<file path="src/rtl/mfcc_melbank_sched.sv">
// rtl/mfcc_melbank_sched.sv - mel filterbank ROM sequencer and per-filter energy accumulator
module mfcc_melbank_sched #(
   parameter int FFT_BINS = 256,
   parameter int BIN_W    = 8,
   parameter int PWR_W    = 32,
   parameter int COEF_W   = 16,
   parameter int FILT_W   = 6,
   parameter int NUM_FILT = 40,
   parameter int ROM_LAT  = 1
) (
   input  logic                       i_clk,
   input  logic                       i_rst_n,
   input  logic                       i_start,
   input  logic                       i_s_valid,
   output logic                       o_s_ready,
   input  logic [PWR_W-1:0]           i_s_data,
   output logic [BIN_W-1:0]           o_rom_addr,
   input  logic [FILT_W+COEF_W-1:0]   i_rom_data,
   output logic                       o_m_valid,
   input  logic                       i_m_ready,
   output logic [PWR_W+BIN_W-1:0]     o_m_data,
   output logic [FILT_W-1:0]          o_m_idx,
   output logic                       o_m_last,
   output logic                       o_busy,
   output logic                       o_err
);

   localparam int ACC_W  = PWR_W + COEF_W + BIN_W;
   localparam int PROD_W = PWR_W + COEF_W + 1;

   typedef enum logic [1:0] {S_IDLE, S_RUN, S_DRAIN, S_FLUSH} state_t;

   state_t                r_state, w_state_nxt;
   logic [BIN_W-1:0]      r_bin_cnt;
   logic [FILT_W-1:0]     r_cur_m;
   logic [ACC_W-1:0]      r_acc_cur, r_acc_prev;
   logic                  r_err;
   logic                  r_s1_v, r_s2_v;
   logic [PWR_W-1:0]      r_s1_p;
   logic [FILT_W-1:0]     r_s1_m, r_s2_m;
   logic [COEF_W-1:0]     r_s1_w;
   logic [PROD_W-1:0]     r_prod_w, r_prod_c;
   logic                  r_m_valid, r_m_last;
   logic [PWR_W+BIN_W-1:0] r_m_data;
   logic [FILT_W-1:0]     r_m_idx;

   logic                  w_en, w_accept, w_start_acc, w_flush_load, w_last_bin;
   logic [COEF_W:0]       w_comp;
   logic [FILT_W:0]       w_next_m;
   logic [BIN_W-1:0]      w_rom_addr;

   // a held output word freezes the whole pipeline
   assign w_en         = !(r_m_valid && !i_m_ready);
   assign o_s_ready    = (r_state == S_RUN) && w_en;
   assign w_accept     = i_s_valid && o_s_ready;
   assign w_start_acc  = (r_state == S_IDLE) && i_start;
   assign w_last_bin   = (r_bin_cnt == BIN_W'(FFT_BINS - 1));
   assign w_flush_load = (r_state == S_DRAIN) && !r_s1_v && !r_s2_v && w_en;
   assign w_comp       = {1'b1, {COEF_W{1'b0}}} - {1'b0, r_s1_w};
   assign w_next_m     = {1'b0, r_cur_m} + (FILT_W+1)'(1);

   assign o_m_valid = r_m_valid;
   assign o_m_data  = r_m_data;
   assign o_m_idx   = r_m_idx;
   assign o_m_last  = r_m_last;
   assign o_busy    = (r_state != S_IDLE);
   assign o_err     = r_err;
   assign o_rom_addr = w_rom_addr;

   // ROM address: prefetch next bin on accept when the ROM output is registered
   always_comb begin
      w_rom_addr = '0;
      if (r_state != S_IDLE) begin
         if (ROM_LAT != 0 && w_accept) w_rom_addr = r_bin_cnt + BIN_W'(1);
         else                          w_rom_addr = r_bin_cnt;
      end
   end

   // state register
   always_ff @(posedge i_clk) begin
      if (!i_rst_n) r_state <= S_IDLE;
      else          r_state <= w_state_nxt;
   end

   // next-state logic
   always_comb begin
      w_state_nxt = r_state;
      case (r_state)
         S_IDLE:  if (i_start) w_state_nxt = S_RUN;
         S_RUN:   if (w_accept && w_last_bin) w_state_nxt = S_DRAIN;
         S_DRAIN: if (w_flush_load) w_state_nxt = S_FLUSH;
         S_FLUSH: if (r_m_valid && i_m_ready) w_state_nxt = S_IDLE;
         default: w_state_nxt = S_IDLE;
      endcase
   end

   // S0 capture and S1 weight multiply, both frozen while stalled
   always_ff @(posedge i_clk) begin
      if (!i_rst_n) begin
         r_s1_v <= 1'b0;
         r_s2_v <= 1'b0;
      end else if (w_en) begin
         r_s1_v <= w_accept;
         if (w_accept) begin
            r_s1_p <= i_s_data;
            r_s1_m <= i_rom_data[FILT_W+COEF_W-1:COEF_W];
            r_s1_w <= i_rom_data[COEF_W-1:0];
         end
         r_s2_v <= r_s1_v;
         if (r_s1_v) begin
            r_prod_w <= PROD_W'(r_s1_p) * PROD_W'(r_s1_w);
            r_prod_c <= PROD_W'(r_s1_p) * PROD_W'(w_comp);
            r_s2_m   <= r_s1_m;
         end
      end
   end

   // S2 accumulate, filter hand-over, flush word and output register
   always_ff @(posedge i_clk) begin
      if (!i_rst_n) begin
         r_bin_cnt  <= '0;
         r_cur_m    <= '0;
         r_acc_cur  <= '0;
         r_acc_prev <= '0;
         r_err      <= 1'b0;
         r_m_valid  <= 1'b0;
         r_m_last   <= 1'b0;
         r_m_data   <= '0;
         r_m_idx    <= '0;
      end else begin
         if (r_m_valid && i_m_ready) begin
            r_m_valid <= 1'b0;
            r_m_last  <= 1'b0;
         end
         if (w_start_acc) begin
            r_bin_cnt  <= '0;
            r_cur_m    <= '0;
            r_acc_cur  <= '0;
            r_acc_prev <= '0;
            r_err      <= 1'b0;
         end
         if (w_accept) r_bin_cnt <= r_bin_cnt + BIN_W'(1);
         if (w_en && r_s2_v) begin
            if (r_s2_m == r_cur_m) begin
               r_acc_cur  <= r_acc_cur + ACC_W'(r_prod_w);
               r_acc_prev <= r_acc_prev + ACC_W'(r_prod_c);
            end else if ({1'b0, r_s2_m} == w_next_m) begin
               if (r_cur_m != '0) begin
                  r_m_valid <= 1'b1;
                  r_m_last  <= 1'b0;
                  r_m_data  <= r_acc_prev[ACC_W-1:COEF_W];
                  r_m_idx   <= r_cur_m - FILT_W'(1);
               end
               r_acc_prev <= r_acc_cur + ACC_W'(r_prod_c);
               r_acc_cur  <= ACC_W'(r_prod_w);
               r_cur_m    <= r_s2_m;
            end else begin
               r_err <= 1'b1;
            end
         end
         if (w_flush_load) begin
            r_m_valid <= 1'b1;
            r_m_last  <= 1'b1;
            r_m_data  <= r_acc_prev[ACC_W-1:COEF_W];
            r_m_idx   <= r_cur_m - FILT_W'(1);
            if (r_cur_m != FILT_W'(NUM_FILT)) r_err <= 1'b1;
         end
      end
   end

endmodule
</file>
<file path="config.mk">
export PLATFORM = sky130hd
export DESIGN_NAME = mfcc_melbank_sched
export DESIGN_NICKNAME = d
export VERILOG_FILES = /design/src/rtl/mfcc_melbank_sched.sv
export SDC_FILE = /design/constraint.sdc
export NUM_CORES = 2
export LEC_CHECK = 0
export CELL_PAD_IN_SITES_DETAIL_PLACEMENT = 0
export CELL_PAD_IN_SITES_GLOBAL_PLACEMENT = 1
export CORE_UTILIZATION = 51
export DETAILED_ROUTE_END_ITERATION = 6
export PLACE_DENSITY_LB_ADDON = 0.1
export SYNTH_ARGS = -nofsm -noshare
export SYNTH_HDL_FRONTEND = slang
export SYNTH_SLANG_ARGS = --single-unit
</file>
<file path="constraint.sdc">
create_clock -name i_clk -period 11 [get_ports i_clk]
set_input_delay 1.1 -clock i_clk [delete_from_list [all_inputs] [get_ports i_clk]]
set_output_delay 1.1 -clock i_clk [all_outputs]
set_load 0.1 [all_outputs]
</file>
# Word-level counts from Yosys, hierarchy flattened
# Index checks and enable logic that the tools add are counted.
word_totals:
  elab_cells: 114
  reg_bits: 336
  in_bits: 59
  out_inout_bits: 59
classes:
  reduce_logical: 25
  n_eq_ne: 12
  bitwise: 1
  multipliers: 2
  n_addsub: 7
  n_mux: 49
op_table:
  columns: ["op", "count"]
  rows:
  - ["$mux 56", 8]
  - ["$mux 40", 5]
  - ["$add 56x49->56", 2]
  - ["$add 56x48->56", 1]
  - ["$mux 6", 9]
  - ["$mul 32x17->49", 1]
  - ["$mul 32x16->48", 1]
  - ["$mux 8", 4]
  - ["$mux 1", 18]
  - ["$sub 17x16->17 const A", 1]
  - ["$logic_and 1x1->1", 10]
  - ["$reduce_bool 2->1", 5]
  - ["$add 8x1->8 const B", 1]
  - ["$eq 8x8->1 const B", 1]
  - ["$mux 2", 4]
  - ["$ne 2x2->1 const B", 4]
  - ["$pmux 2 s4", 1]
  - ["$reduce_and 4->1", 2]
  - ["$add 6x1->7 const B", 1]
  - ["$eq 6x7->1", 1]
  - ["$eq 6x6->1", 1]
  - ["$ne 6x6->1 const B", 1]
  - ["$reduce_and 3->1", 2]
  - ["$reduce_bool 6->1", 1]
  - ["other kinds (7)", 11]

# Longest topological paths before layout
depth:
  ltp_word: 8
  ltp_mapped: 34
  depth_no_buf: 30

# Worst setup path after synthesis
# Ideal clock, no wire load.
synth_path:
  path_type: "register to register"
  start: "register r_s1_w[0]"
  end: "register r_prod_c[45] (data pin)"
  path_stages_with_launch: 33
  t_arrival_ns: 7.807
  period_less_slack_ns: 7.946
  path_slack_ns: 3.054
  setup_ns: 0.139
  required_time_ns: 10.861
  n_path_buf: 4
  cell_sequence: "edfxtp_1 > clkbuf_1 > clkbuf_1 > inv_1 > ha_1 > inv_1 > or4_1 > nor2b_1 > nor2b_1 > xnor2_1 > clkbuf_1 > nand2_1 > fa_1 > inv_1 > fa_1 > fa_1 > fa_1 > fa_1 > inv_1 > fa_1 > inv_1 > ha_1 > clkbuf_1 > and4_1 > and4_1 > a31oi_1 > o211ai_1 > a31oi_4 > o21ai_2 > a31oi_2 > a31oi_1 > or4b_1 > nand4b_1"
synth_via:
  elab_chain_cells: 2
synth_rtl:
  columns: ["item", "line", "source"]
  rows:
  - ["from (decl)", "41", "logic [COEF_W-1:0] r_s1_w;"]
  - ["from (signal assigned)", "107", "r_s1_w <= i_rom_data[COEF_W-1:0];"]
  - ["$sub 17x16->17", "59", "assign w_comp = {1'b1, {COEF_W{1'b0}}} - {1'b0, r_s1_w};"]
  - ["$mul 32x17->49", "112", "r_prod_c <= PROD_W'(r_s1_p) * PROD_W'(w_comp);"]
  - ["to (signal assigned)", "112", null]
  - ["to (decl)", "42", "logic [PROD_W-1:0] r_prod_w, r_prod_c;"]
# Every way passes these cells.
# A chain may end at the register's enable or synchronous reset.

# Worst setup path after layout
layout_path:
  start: "register r_s1_w[5]"
  end: "register r_prod_c[48] (data pin)"
# The elaborated chain is that of the path after synthesis.

==> metrics.md <==
| Metric | Value |
|---|---|
| Outcome | finished clean |
| Worst-path clk slew | 0.06 ns |
| Arrival time at the worst endpoint | 9.34 ns |
| Dpl hpwl | 128000 um |
| RSZ-0062 raised after global routing | no |
| Crit path buffers/inverters | 3 |
| Yosys warning total | 0 |
| Worst hold margin | 0.424 ns |
| Die ar. | 0.110 mm2 |
| EDFF count, synth | 156 |
| Required time of the critical path | 11.37 ns |
| Worst-Margin Slew | 1.23 ns |
| Via Count | 44600 |
| Fin crit period | 8.97 ns |
| Max Slew Vio Count | 0 |
| Most frequent cells after synthesis | inv_1 (1107), nand2_1 (1058), fa_1 (870), a21oi_1 (406), ha_1 (399) |
| Async set or reset register ratio after synthesis | 0% |
| # setup viols final | 0 |
| Starting density of the core | 51.6% |
| Sequential share of the synthesized area | 14.9% |
| Leading register cell type out of synthesis | dfxtp_1 |
| Cell variety after synth | 100 |
| CP max FO | 34 |
| Share of cells above drive strength 1 | 3.59% |
| Die Span X | 331 um |
| CTS buffer count | 44 |
| Mean Syn Cell Area | 8.50 um2 |
| Row Count | 120 |
| Syn Nets | 7837 |
| Hold Vio Cnt, Final | 0 |
| R2R setup slack | 2.03 ns |
| Fin nets | 7707 |
| Die height | 331 um |
| Initial antenna violation count | 3 |
| CP max stage delay | 0.66 ns |
| Cell with the most instances on the worst path | fa_1 |
| Total gr overflow | 0 |
| Post-Synthesis Cell Area | 0.0553 mm2 |
| DR iter-0 viols | 3015 |
| Synth Instances | 6509 |
| Cell family with most CP delay | adder cells |
| # clock sinks | 335 |
| Detail Route Antenna Nets | 0 |
| I/O pin total | 118 |
| Final worst setup slack | 2.03 ns |
| HP Class | reg2reg |
| Tcrit/Tclk final | 81.5% |
| Startpoint Class | flop |
| Vias per cell | 5.71 |
| Setup TNS | 0 ns |
| Cell Count, Final, Fillers Out | 7818 |
| CTS-repair resized insts | 0 |
| Max-Cap Viols | 0 |
| Area added between synthesis and finish | 6.93% |
| DP Cell Count | 7736 |
| FMAX | 112 MHz |
| Fill cell count | 10100 |
| Core ar. | 0.107 mm2 |
| Total GRT Usage | 30.4% |
| Flops & latches, synth | 335 |
| Drt total wl | 167000 um |
| Setup Fix Bufs, Post-CTS | 0 |
| TritonCTS clock tree | built |
| Vias in the first global route | 45000 |
| Hold buffer count at CTS | 0 |
| Gpl congestion | 0.912 |
| Max-slew headroom | 17.7% |
| Top cells by area, synth | fa_1 (31%), ha_1 (9.0%), edfxtp_1 (8.5%) |
| Slowest CP cell | a311oi_1 |
| Synth top area share | 31.5% |
| Most frequent cell after synthesis | inv_1 |
| DRT Pass-1 Iters | 6 |
| Type of element capturing the critical path | flop |
| Pre-CTS setup slack | 2.08 ns |
| H-tree Lvls | 2 |
| Clock buffer depth | 3 |
| Remaining DRCs | 0 |
| N_diodes | 0 |
| First-pass GRT wire length | 261000 um |
| CTS root buffer | clkbuf_16 |
| Worst skew pair latency | 0.64 ns |
| Classification of the worst setup path | reg2reg |
| Synth area leader | fa_1 |
| Largest net degree at the start of global routing | 81 |
| PortBufs | 117 |
| Clock skew | 0.0378 ns |
| Routed len/inst | 21.4 um |
## worst register-to-register path, delay by kind of cell, from the launching register on
kind,cells,cell delay [ns]
flops,1,0.35
compound gates,7,2.07
buf+inv,3,0.39
simple gates,9,2.12
fa+ha+maj,7,3.24
xor+xnor,2,0.52
## per-stage QoR
| stage | area [um2] | utilization (%) |
|---|---|---|
| global route | 59200 | 55.1 |
| CTS | 59200 | 55.1 |
| floorplan | 55300 | - |
| global placement | 57700 | 53.7 |
| finish | 59200 | 55.1 |
| detailed placement | 57700 | 53.7 |
## final timing paths
check,from,depth (start not counted),end
setup / recovery,r_s1_w[5]$_DFFE_PP_,28,r_prod_c[48]$_DFFE_PP_
hold reg to reg,r_s1_m[2]$_DFFE_PP_,0,r_s2_m[2]$_DFFE_PP_
hold / removal,r_s1_m[2]$_DFFE_PP_,0,r_s2_m[2]$_DFFE_PP_
setup reg to reg,r_s1_w[5]$_DFFE_PP_,28,r_prod_c[48]$_DFFE_PP_
## cells in the final DEF, fill, tap and decap left out, types with 19 or more instances in the layout
cell type | netlist | routed
a21oi_1 | 406 | 405
o211ai_1 | 39 | 39
o31ai_1 | 19 | 19
fa_1 | 870 | 870
a31oi_1 | 45 | 45
and2_1 | 312 | 311
o21bai_1 | 31 | 31
nor2_1 | 196 | 194
and3_1 | 45 | 43
a221oi_1 | 20 | 20
nand2b_1 | 30 | 30
xor2_1 | 92 | 86
edfxtp_1 | 156 | 156
ha_1 | 399 | 399
nand2_1 | 1058 | 1054
xnor2_1 | 142 | 134
nor2b_1 | 23 | 23
nand4_1 | 61 | 61
inv_1 | 1107 | 1107
a211oi_1 | 62 | 62
nand3_1 | 114 | 113
o21ai_0 | 178 | 177
nor3_1 | 60 | 59
a21o_1 | 148 | 148
clkdlybuf4s50_1 | 0 | 117
buf_4 | 2 | 89
o21a_1 | 39 | 39
clkbuf_16 | 0 | 45
dfxtp_1 | 179 | 179
## layout make-up
cell class | instances | area (um2) | share of cell area [%]
multi-input cells | 4683 | 41600 | 70.3
flip-flops and latches | 335 | 8270 | 14.0
inverters | 1109 | 4170 | 7.04
repair buffers | 206 | 1840 | 3.11
well taps | 1403 | 1760 | 2.97
clock buffers | 55 | 1190 | 2.02
clock inverters | 27 | 334 | 0.564
## cell families after synthesis
family | share of synthesized area, %
xor+xnor | 3.73
fa+ha+maj | 40.5
mux | 0.185
buf+inv | 10.2
compound gates | 13.9
flops | 14.9
simple gates | 16.5
## metal layers
metal	part of all wire, %	routed length (um)	global-route usage, %
met5	0	0	0
met4	2.5	4170	7.75
met2	46	76300	49.3
met1	45	75900	43.1
met3	6.5	10800	4.05
## flip-flops by register name (all words and copies together), names as in the netlist, 2 cells and up
| signal | cells |
|---|---|
| r_acc_prev | 56 |
| r_prod_w | 47 |
| r_s2_m | 6 |
| r_bin_cnt | 8 |
| r_acc_cur | 56 |
| o_m_data | 40 |
| r_s1_p | 32 |
| r_cur_m | 6 |
| o_m_idx | 6 |
| r_state | 2 |
| r_s1_w | 16 |
| r_prod_c | 49 |
| r_s1_m | 6 |
Power is not shown: default switching activity piles up to over one toggle a cycle in this logic, so the estimate is an artifact.
